$ cat src/rtl/branch_resolve_unit_pkg.sv
// Shared types and constants for the EX-stage branch resolve unit.
package branch_resolve_unit_pkg;

    typedef enum logic [1:0] {
        BRANCH_NONE,
        BRANCH_COND,
        BRANCH_JAL,
        BRANCH_JALR
    } branch_type_t;

    typedef enum logic {
        BR_IDLE,
        BR_REDIRECT
    } branch_state_t;

    localparam logic [31:0] INSN_ALIGN_MASK = 32'h3;

endpackage

$ cat src/rtl/branch_resolve_unit.sv
// Resolves branches/jumps in EX: decides taken, computes the target, holds the
// redirect until fetch accepts it, and flags misaligned taken targets.
module branch_resolve_unit
    import branch_resolve_unit_pkg::*;
#(
    parameter int CNT_W = 32
) (
    input  logic             clk_i,
    input  logic             reset_i,
    input  logic             valid_i,
    output logic             ready_o,
    input  branch_type_t     branch_type_i,
    input  logic             cmp_res_i,
    input  logic [31:0]      pc_i,
    input  logic [31:0]      imm_i,
    input  logic [31:0]      rs1_i,
    output logic [31:0]      link_pc_o,
    output logic             redirect_valid_o,
    input  logic             redirect_ready_i,
    output logic [31:0]      redirect_pc_o,
    output logic             flush_o,
    output logic             misalign_o,
    output logic [31:0]      misalign_addr_o,
    output logic [CNT_W-1:0] taken_count_o
);

    branch_state_t    state_q, state_d;
    logic [31:0]      redirect_pc_q, redirect_pc_d;
    logic             misalign_q, misalign_d;
    logic [31:0]      misalign_addr_q, misalign_addr_d;
    logic [CNT_W-1:0] taken_count_q, taken_count_d;

    logic             taken;
    logic [31:0]      target;
    logic             accept;

    assign ready_o          = (state_q == BR_IDLE);
    assign redirect_valid_o = (state_q == BR_REDIRECT);
    assign flush_o          = (state_q == BR_REDIRECT);
    assign link_pc_o        = pc_i + 32'd4;
    assign redirect_pc_o    = redirect_pc_q;
    assign misalign_o       = misalign_q;
    assign misalign_addr_o  = misalign_addr_q;
    assign taken_count_o    = taken_count_q;

    assign accept = valid_i & ready_o & (branch_type_i != BRANCH_NONE);

    always_comb begin
        taken  = 1'b0;
        target = pc_i + imm_i;
        case (branch_type_i)
            BRANCH_COND: taken = cmp_res_i;
            BRANCH_JAL:  taken = 1'b1;
            BRANCH_JALR: begin
                taken  = 1'b1;
                target = (rs1_i + imm_i) & ~32'h1;
            end
            default:     taken = 1'b0;
        endcase
    end

    always_comb begin
        state_d         = state_q;
        redirect_pc_d   = redirect_pc_q;
        misalign_d      = 1'b0;
        misalign_addr_d = misalign_addr_q;
        taken_count_d   = taken_count_q;
        case (state_q)
            BR_IDLE: begin
                if (accept && taken) begin
                    if ((target & INSN_ALIGN_MASK) != 32'h0) begin
                        misalign_d      = 1'b1;
                        misalign_addr_d = target;
                    end else begin
                        redirect_pc_d = target;
                        taken_count_d = taken_count_q + CNT_W'(1);
                        state_d       = BR_REDIRECT;
                    end
                end
            end
            BR_REDIRECT: begin
                // Younger valid_i is never taken here, even on the handshake cycle.
                if (redirect_ready_i) begin
                    state_d = BR_IDLE;
                end
            end
            default: state_d = BR_IDLE;
        endcase
    end

    always_ff @(posedge clk_i) begin
        if (reset_i) begin
            state_q         <= BR_IDLE;
            redirect_pc_q   <= 32'h0;
            misalign_q      <= 1'b0;
            misalign_addr_q <= 32'h0;
            taken_count_q   <= '0;
        end else begin
            state_q         <= state_d;
            redirect_pc_q   <= redirect_pc_d;
            misalign_q      <= misalign_d;
            misalign_addr_q <= misalign_addr_d;
            taken_count_q   <= taken_count_d;
        end
    end

endmodule
$ cat config.mk
export PLATFORM = sky130hd
export DESIGN_NAME = branch_resolve_unit
export DESIGN_NICKNAME = d
export VERILOG_FILES = /design/src/rtl/branch_resolve_unit_pkg.sv /design/src/rtl/branch_resolve_unit.sv
export SDC_FILE = /design/constraint.sdc
export NUM_CORES = 1
export LEC_CHECK = 0
export CORE_UTILIZATION = 38
export CTS_CLUSTER_SIZE = 28
export DETAILED_ROUTE_END_ITERATION = 10
export PLACE_DENSITY = 0.68
export SYNTH_ARGS = -nofsm -noshare
export SYNTH_HDL_FRONTEND = slang
export SYNTH_SLANG_ARGS = --single-unit
$ cat constraint.sdc
create_clock -name clk_i -period 4.6 [get_ports clk_i]
set_clock_uncertainty 0.05 [all_clocks]
set_input_delay 0.92 -clock clk_i [delete_from_list [all_inputs] [get_ports clk_i]]
set_output_delay 0.92 -clock clk_i [all_outputs]
set_load 0.005 [all_outputs]
Word level (Yosys, flattened, before mapping)
Cells that the tools add are included.
{ "classes": {"add_sub_neg": 4, "n_eq_ne": 3, "n_mux": 7, "bitwise": 5, "reduce_logical": 7} }
{ "op_table": {"columns": ["cell", "count"], "rows": [
  ["32-bit adder", 2],
  ["32-bit by 1-bit adder with 32-bit output (second input constant)", 1],
  ["32-bit by 3-bit adder with 32-bit output (second input constant)", 1],
  ["32-bit 2-to-1 mux", 1],
  ["32-bit nonzero test", 1],
  ["3-bit AND reduction", 2],
  ["2-bit == test (second input constant)", 2],
  ["1-bit 2-to-1 mux", 4],
  ["1-bit case mux with 2 select lines", 2],
  ["1-bit inverter", 3],
  ["3-bit OR reduction", 1],
  ["1-bit bitwise AND", 2],
  ["2-bit by 1-bit == test with 1-bit output (second input constant)", 1],
  ["2-bit nonzero test", 1],
  ["2-bit OR reduction", 1],
  ["1-bit logical AND", 1]
]} }
{ "totals": {"regBits": 98, "in_bits": 103, "out_inout_bits": 132, "elab_cells": 31} }

Longest topological paths before layout
Gate-level depths: netlist (run 1).
{ "depth": {"word_depth": 6, "ltp_mapped": 11, "mapped_depth_nobuf": 10} }

Worst setup path before layout (run 1)
Ideal clock, no wire load.
{ "synth_timing": {"kind": "input -> register", "from": "input imm_i[0]", "to": "register misalign_addr_q[28], in the netlist misalign_addr_o[28]", "setup_time_ps": 101, "arrival_time_ps": 3346, "path_slack_ps": 1103, "stages": 10, "n_path_buf": 0, "path_cell_list": "and2_1 fa_1 a211oi_2 o21ai_1 o311a_1 o31a_1 o2111ai_4 a21oi_2 o21a_1 o41ai_1"} }
{ "synth_between": {"elab_chain_len": 4, "word_cells_on_any_way": 5} }
{ "synth_rtl": {"columns": ["element", "line_no", "source"], "rows": [
  ["start: declaration", "branch_resolve_unit.sv:15", "input logic [31:0] imm_i,"],
  ["32-bit adder, on equally long branches", "branch_resolve_unit.sv:50, branch_resolve_unit.sv:56", null],
  ["32-bit 2-to-1 mux (*)", "branch_resolve_unit.sv:51", "case (branch_type_i)"],
  ["32-bit nonzero test", "branch_resolve_unit.sv:71", "if ((target & INSN_ALIGN_MASK) != 32'h0) begin"],
  ["3-bit AND reduction (no line)", null, null],
  ["end signal: assignment", "branch_resolve_unit.sv:102", "misalign_addr_q <= misalign_addr_d;"],
  ["end: declaration", "branch_resolve_unit.sv:30", "logic [31:0] misalign_addr_q, misalign_addr_d;"]
]} }
Every way passes the cells marked *; elsewhere a longest branch is shown, timed or not.
A chain may end at the register's enable or synchronous reset.

Final worst setup path (run 1)
{ "layout_timing": {"from": "input pc_i[6]", "to": "output link_pc_o[21]"} }
{ "layout_between": {"elab_chain_len": 1} }
{ "layout_rtl": {"columns": ["element", "line_no", "source"], "rows": [
  ["start: declaration", "branch_resolve_unit.sv:14", "input logic [31:0] pc_i,"],
  ["32-bit by 3-bit adder with 32-bit output", "branch_resolve_unit.sv:40", "assign link_pc_o = pc_i + 32'd4;"],
  ["end: declaration", "branch_resolve_unit.sv:17", "output logic [31:0] link_pc_o,"]
]} }
No other way between the ends.

==> flow_summary.ini, run 1 <==
[run_status]
run_status = complete, no violations

[final_layout]
fraction_of_layout_instances_using_a_drive_strength_above_1_pct = 4.38
fill_cell_instance_count_of_the_final_layout = 2016
postLayoutCoreUtil_pct = 53.5
design_area_um2 = 10900
area_delta_synth_final_pct = 38.1
layout.cells.most_common_list = clkdlybuf4s50_1, nor2_1, dfxtp_1, nand2_1, a21oi_1
layout_commonest_cell = clkdlybuf4s50_1
final_net_count = 1421
antenna-diode-count = 0

[worst_setup_path]
cp_slowest_stage_delay_ns = 0.52
critical_path_arrival_ns = 3.41
worst-path-stages = 10
reg2reg_to = taken_count_o[30]
worst_path_max_delay_cell = clkdlybuf4s50_1
rr_startpoint = flush_o
reg2reg_slack_ns = 2.30
cp_num_buf_inv = 3
critPathKind = input port to output pin
worstSetupStartpointType = input port
r2r.worst_path.cells = 8
required_ns = 3.63
critical-path-top-cell-by-count = clkdlybuf4s50_1
critPathMaxFanout = 4
worstSetupEndpointType = output pin
critPathTopFamily = simple AND/OR/NAND/NOR gates
critical_path_cell_list = clkdlybuf4s50_1, and3_1, and3_4, nand3_2, or3_4, buf_4, nor2_2, nand3_1, xnor2_1, clkdlybuf4s50_1

[clock_network]
insertion_delay_ns = 0.34
cts-buffers-inserted = 9
ctsHoldBuffers = 0
cts_tree = done
clock_sink_count = 98
clk_transition_reported_paths_ns = 0.06
htree_levels = 3
cts_max_path_buffers = 2
cts-root-buf = clkbuf_16

[logic_synthesis]
netlist_area_pre_place_um2 = 7870
ys_seq_elements = 98
synth_xor_area_share_pct = 10.6
combinational_family_with_the_most_area_after_synthesis = compound AO/OA/AOI/OAI gates
synth.mux.area_fraction_pct = 2.05
synth_ff_type = dfxtp_1
seq_area_frac_synth_pct = 24.9
synth_compound_gate_area_share_pct = 24.3
synth.distinct_cells = 68
synth_warnings = 0
synth_fp_nets = 1203
syn-mean-instance-area_um2 = 7.60
synth_edf_count = 0
synth-adder-area-share_pct = 10.5
synthArstFlopShare_pct = 0
synth_simple_gate_area_share_pct = 24.0
postSynthCellCount = 1035

[power_and_ir_drop]
report.power.total_uw = 2690
worst_ir_drop_vdd_uv = 133
power.density_cell_area_nw_per_um2 = 248
leakage_uw = 0.00415

[placed_design]
dpl_worst_slack_ns = 0.0889
port_buffers = 234
post-dp-hpwl_mm = 20.0
gp_routability_congestion = 0.974
dpl-instance-area_um2 = 10600

[worst_hold_path]
hold_path_end = misalign_addr_o[23]
startpoint_of_the_tightest_hold_check_path = misalign_addr_o[23]
holdPathStages = 2
min_path_type = flop to flop

[floorplanning]
die_h_um = 146
boundaryPins = 235
coreArea_um2 = 20300
rows = 52
fp.dieArea_um2 = 21300
fp.dieW_um = 146
start_util_pct = 38.8

[grt]
grt_max_degree = 68
grt_pass1_vias = 7705
grt.total_usage_pct = 22.9
grt_first_pass_wirelength_mm = 39.8
antenna_found_initial = 0
overflow = 0

[route]
route.vias.total = 8254
drt_wl_total_mm = 24.4
vias_per_cell = 5.41
detailedRoute.firstPassIterationCount = 7
drt-initial-drc-count = 447
final_antenna_net_count = 0
number_of_remaining_drc_errors = 0
drt-wirelength-per-cell_um = 16.0

[sta]
finalCriticalPeriod_ns = 4.38
max_slew.worst_pin.slew_ns = 0.694
final_min_period_over_clock_period_pct = 95.3
timing.setup.tns_ns = 0
slew_viol_final = 0
layout_setup_ws_ns = 0.216
finalHoldViolations = 0
setup-violations-final = 0
timing.slew.headroom_pct = 53.7
max_freq_ghz = 0.228
rsz0062_at_grt = false

[flow_run]
max_cap_viol_count = 0
==> Yosys cell counts (24+ instances only) <==
| master | count | area (um^2) |
|---|---|---|
| a21o_1 | 25 | 188 |
| clkbuf_1 | 45 | 169 |
| xor2_1 | 39 | 342 |
| a21oi_1 | 84 | 420 |
| dfxtp_1 | 98 | 1960 |
| xnor2_1 | 56 | 490 |
| ha_1 | 63 | 788 |
| a211oi_1 | 40 | 300 |
| nand3_1 | 37 | 185 |
| nor3_1 | 24 | 120 |
| o21ai_0 | 54 | 270 |
| nand2_1 | 84 | 315 |
| nand4_1 | 24 | 150 |
| nor2_1 | 148 | 556 |
==> kinds of logic after synthesis <==
group           count (synthesis)
buf+inv                        71
simple gates                  399
mux                            16
flops                          98
xor+xnor                       95
compound gates                291
fa+ha+maj                      65
==> worst reg2reg max path: stages, from the launching register on <==
cell	delay, ns
dfxtp_1	0.34
nand2b_1	0.25
a2111oi_4	0.41
buf_4	0.24
nand3_1	0.16
nor4_1	0.41
nand2_1	0.11
xor2_1	0.15
nor2_1	0.05
==> per-stage QoR <==
stage / instances / hold slack [ns]
2_1_floorplan: 1035 / 0.403
3_3_place_gp: 1512 / 0.393
3_5_place_dp: 1512 / 0.396
4_1_cts: 1527 / 0.406
5_1_grt: 1527 / 0.422
6_report: 1527 / 0.403
==> area by class of cell <==
class | instances | area [um^2] | area share [%]
Clock buffer | 9 | 225 | 2.07
Multi-Input combinational cell | 866 | 5660 | 52.1
Clock inverter | 6 | 67.6 | 0.622
Tap cell | 270 | 338 | 3.11
Timing Repair Buffer | 260 | 2540 | 23.4
Inverter | 18 | 67.6 | 0.622
Sequential cell | 98 | 1960 | 18.1
==> power by group <==
group / internal, uW / switching, uW / leakage (uW)
Combinational: 487 / 539 / 0.00322
Clock: 420 / 319 / 0.000138
Sequential: 898 / 29.2 / 0.000797
Total: 1810 / 887 / 0.00415
==> flip-flops by register name, summed over array words and instances (netlist names) <==
signal           flops
misalign_o           1
flush_o              1
misalign_addr_o     32
taken_count_o       32
redirect_pc_o       32
==> routing by layer <==
metal	vias up	routed length [um]	track usage (%)	part of all wire (%)
met3	20	1590	3.23	6.5
li1	4202	-	-	-
met2	285	11000	37.1	45
met4	0	379	5.37	1.6
met1	3747	11400	32.0	47
met5	-	0	0	0
==> worst max path at each step <==
stage	start	slack, ns	end
after floorplan	imm_i[0]	1.10	misalign_addr_o[28]
after global placement	pc_i[6]	0.08	link_pc_o[29]
after detailed placement	pc_i[6]	0.09	link_pc_o[21]
after CTS	pc_i[6]	0.06	link_pc_o[21]
after global routing	pc_i[6]	0.04	link_pc_o[29]
final	pc_i[6]	0.22	link_pc_o[21]
==> timing repair <==
action | 4_1_cts | 5_1_grt
endpoints found under the setup margin | 0 | 4
setup buffers | 0 | 0
gates resized for setup | 0 | 4
No activity file was read; power rests on OpenSTA's default activity.
==> inputs of run 2 (changes only) <==
--- a/config.mk
+++ b/config.mk
@@ -9,6 +9,7 @@
 export CTS_CLUSTER_SIZE = 28
 export DETAILED_ROUTE_END_ITERATION = 10
 export PLACE_DENSITY = 0.68
+export SETUP_SLACK_MARGIN = 0.3
 export SYNTH_ARGS = -nofsm -noshare
 export SYNTH_HDL_FRONTEND = slang
 export SYNTH_SLANG_ARGS = --single-unit
==> run 2 against run 1 <==
  * Sequential share of layout area about the same
  * Global-route usage up 0.067 points
  * Die area unchanged
  * Wire length up 0.52%
  * Final cell count unchanged
  * Utilization up 0.13 points
  * Critical path type unchanged
  * First-iteration DRC count up 11%
  * Largest cell class unchanged
  * Sequential cell count unchanged
  * Sequential power about the same
  * Register-to-register slack about the same
==> flow_summary.ini, run 2 (same netlist as run 1, synthesis figures left out) <==
[run_status]
run_status = complete, no violations

[sta]
timing.setup.tns_ns = 0
rsz0062_at_grt = true
max_slew.worst_pin.slew_ns = 0.693
finalHoldViolations = 0
setup-violations-final = 0
layout_setup_ws_ns = 0.237
max_freq_ghz = 0.229
timing.slew.headroom_pct = 53.8
final_min_period_over_clock_period_pct = 94.8
slew_viol_final = 0
finalCriticalPeriod_ns = 4.36

[power_and_ir_drop]
power.density_cell_area_nw_per_um2 = 247
worst_ir_drop_vdd_uv = 133
combPwrFrac_pct = 38.1
netSwitchingPower_uw = 889
power.clock.fraction_pct = 27.5
cell_internal_pwr_uw = 1800
sequentialPowerShare_pct = 34.4
leakage_uw = 0.00417
switching_share_pct = 33.0

[clock_network]
cts-root-buf = clkbuf_16
insertion_delay_ns = 0.33
htree_levels = 3
postCtsSetupRepairBufs = 0
cts_max_path_buffers = 2
clock_sink_count = 98
cts_tree = done
cts-buffers-inserted = 9
ctsHoldBuffers = 0
clk_transition_reported_paths_ns = 0.06

[placed_design]
port_buffers = 234
post-dp-hpwl_mm = 20.0
dpl_worst_slack_ns = 0.0889
placed_cells_incl_taps = 1512
gp_routability_congestion = 0.974

[worst_setup_path]
critPathMaxFanout = 3
critical_path_arrival_ns = 3.39
required_ns = 3.63
critPathKind = input port to output pin
worstSetupStartpointType = input port
worstSetupEndpointType = output pin

[final_layout]
postLayoutCoreUtil_pct = 53.7
layout_commonest_cell = clkdlybuf4s50_1
layout.cells.most_common_list = clkdlybuf4s50_1, nor2_1, dfxtp_1, nand2_1, a21oi_1
stdcell_count = 1527
fraction_of_layout_instances_using_a_drive_strength_above_1_pct = 4.77
final_net_count = 1421
area.sequential_um2 = 1960
area_delta_synth_final_pct = 38.4
fill_cell_instance_count_of_the_final_layout = 2011
multiInputGateArea_um2 = 5690
antenna-diode-count = 0

[grt]
grt_first_pass_wirelength_mm = 39.9
antenna_found_initial = 0
grt.total_usage_pct = 23.0
grt_pass1_vias = 7715
grt_max_degree = 68
overflow = 0

[route]
drt-wirelength-per-cell_um = 16.1
detailedRoute.firstPassIterationCount = 5
final_antenna_net_count = 0
drt-initial-drc-count = 498
drt_wl_total_mm = 24.6
number_of_remaining_drc_errors = 0
route.vias.total = 8246
vias_per_cell = 5.40

[floorplanning]
coreArea_um2 = 20300
start_util_pct = 38.8
fp.dieW_um = 146
boundaryPins = 235
die_h_um = 146
rows = 52
fp.dieArea_um2 = 21300

[worst_hold_path]
min_path_type = flop to flop

[flow_run]
max_cap_viol_count = 0
==> run 2: area by class of cell <==
type,instances,area share [%]
clock buffers,9,2.07
clock inverters,6,0.620
inverters,18,0.620
multi-input cells,866,52.2
flip-flops and latches,98,18.0
well taps,270,3.10
repair buffers,260,23.4
==> run 2: path summary, 6_finish.rpt <==
| check | startpoint | end | slack (ns) | cells past startpoint |
|---|---|---|---|---|
| setup / recovery | pc_i[6] | link_pc_o[31] | 0.24 | 10 |
| setup reg to reg | flush_o | taken_count_o[30] | 2.30 | 8 |
| hold / removal | misalign_addr_o[23] | misalign_addr_o[23] | 0.40 | 2 |
| hold reg to reg | misalign_addr_o[23] | misalign_addr_o[23] | 0.40 | 2 |
==> run 2: timing repair <==
item | 4_1_cts | 5_1_grt
gates resized for setup | 10 | 5
pin swaps | 0 | 1
endpoints found under the setup margin | 9 | 7
==> run 2: power groups by stage <==
stage               Combinational, uW  Sequential, uW  Clock, uW
floorplan                         583             946          0
CTS                              1020             928        758
global placement                 1010             945          0
global route                     1130             933        794
detailed placement               1020             947          0
finish                           1030             927        740
==> run 2: metrics by stage <==
step           hold slack (ns)  power (uW)  cell area, um^2
2_1_floorplan            0.403        1530             7870
3_3_place_gp             0.393        1960            10600
3_5_place_dp             0.396        1960            10600
4_1_cts                  0.406        2710            10900
5_1_grt                  0.422        2860            10900
6_report                 0.403        2690            10900
==> run 2: layer usage <==
layer	GRT usage, %	up-vias	part of all wire (%)
li1	-	4202	-
met1	32.1	3770	48
met2	37.2	254	45
met3	3.20	20	5.6
met4	5.37	0	1.5
met5	0	-	0
==> run 2: critical path, stage by stage <==
cell	delay, ns
clkdlybuf4s50_1	0.50
and3_4	0.21
and3_4	0.20
nand3_2	0.11
or3_4	0.41
nor3_2	0.16
buf_4	0.15
nand3_1	0.09
xnor2_1	0.14
clkdlybuf4s50_1	0.51
==> inputs of run 3 (changes only) <==
--- a/config.mk
+++ b/config.mk
@@ -10,6 +10,7 @@
 export DETAILED_ROUTE_END_ITERATION = 10
 export PLACE_DENSITY = 0.68
 export SETUP_SLACK_MARGIN = 0.3
+export SLEW_MARGIN = 30
 export SYNTH_ARGS = -nofsm -noshare
 export SYNTH_HDL_FRONTEND = slang
 export SYNTH_SLANG_ARGS = --single-unit
==> results of run 3 <==
Same layout as run 2: the final DEF is identical, and so are final timing and power.
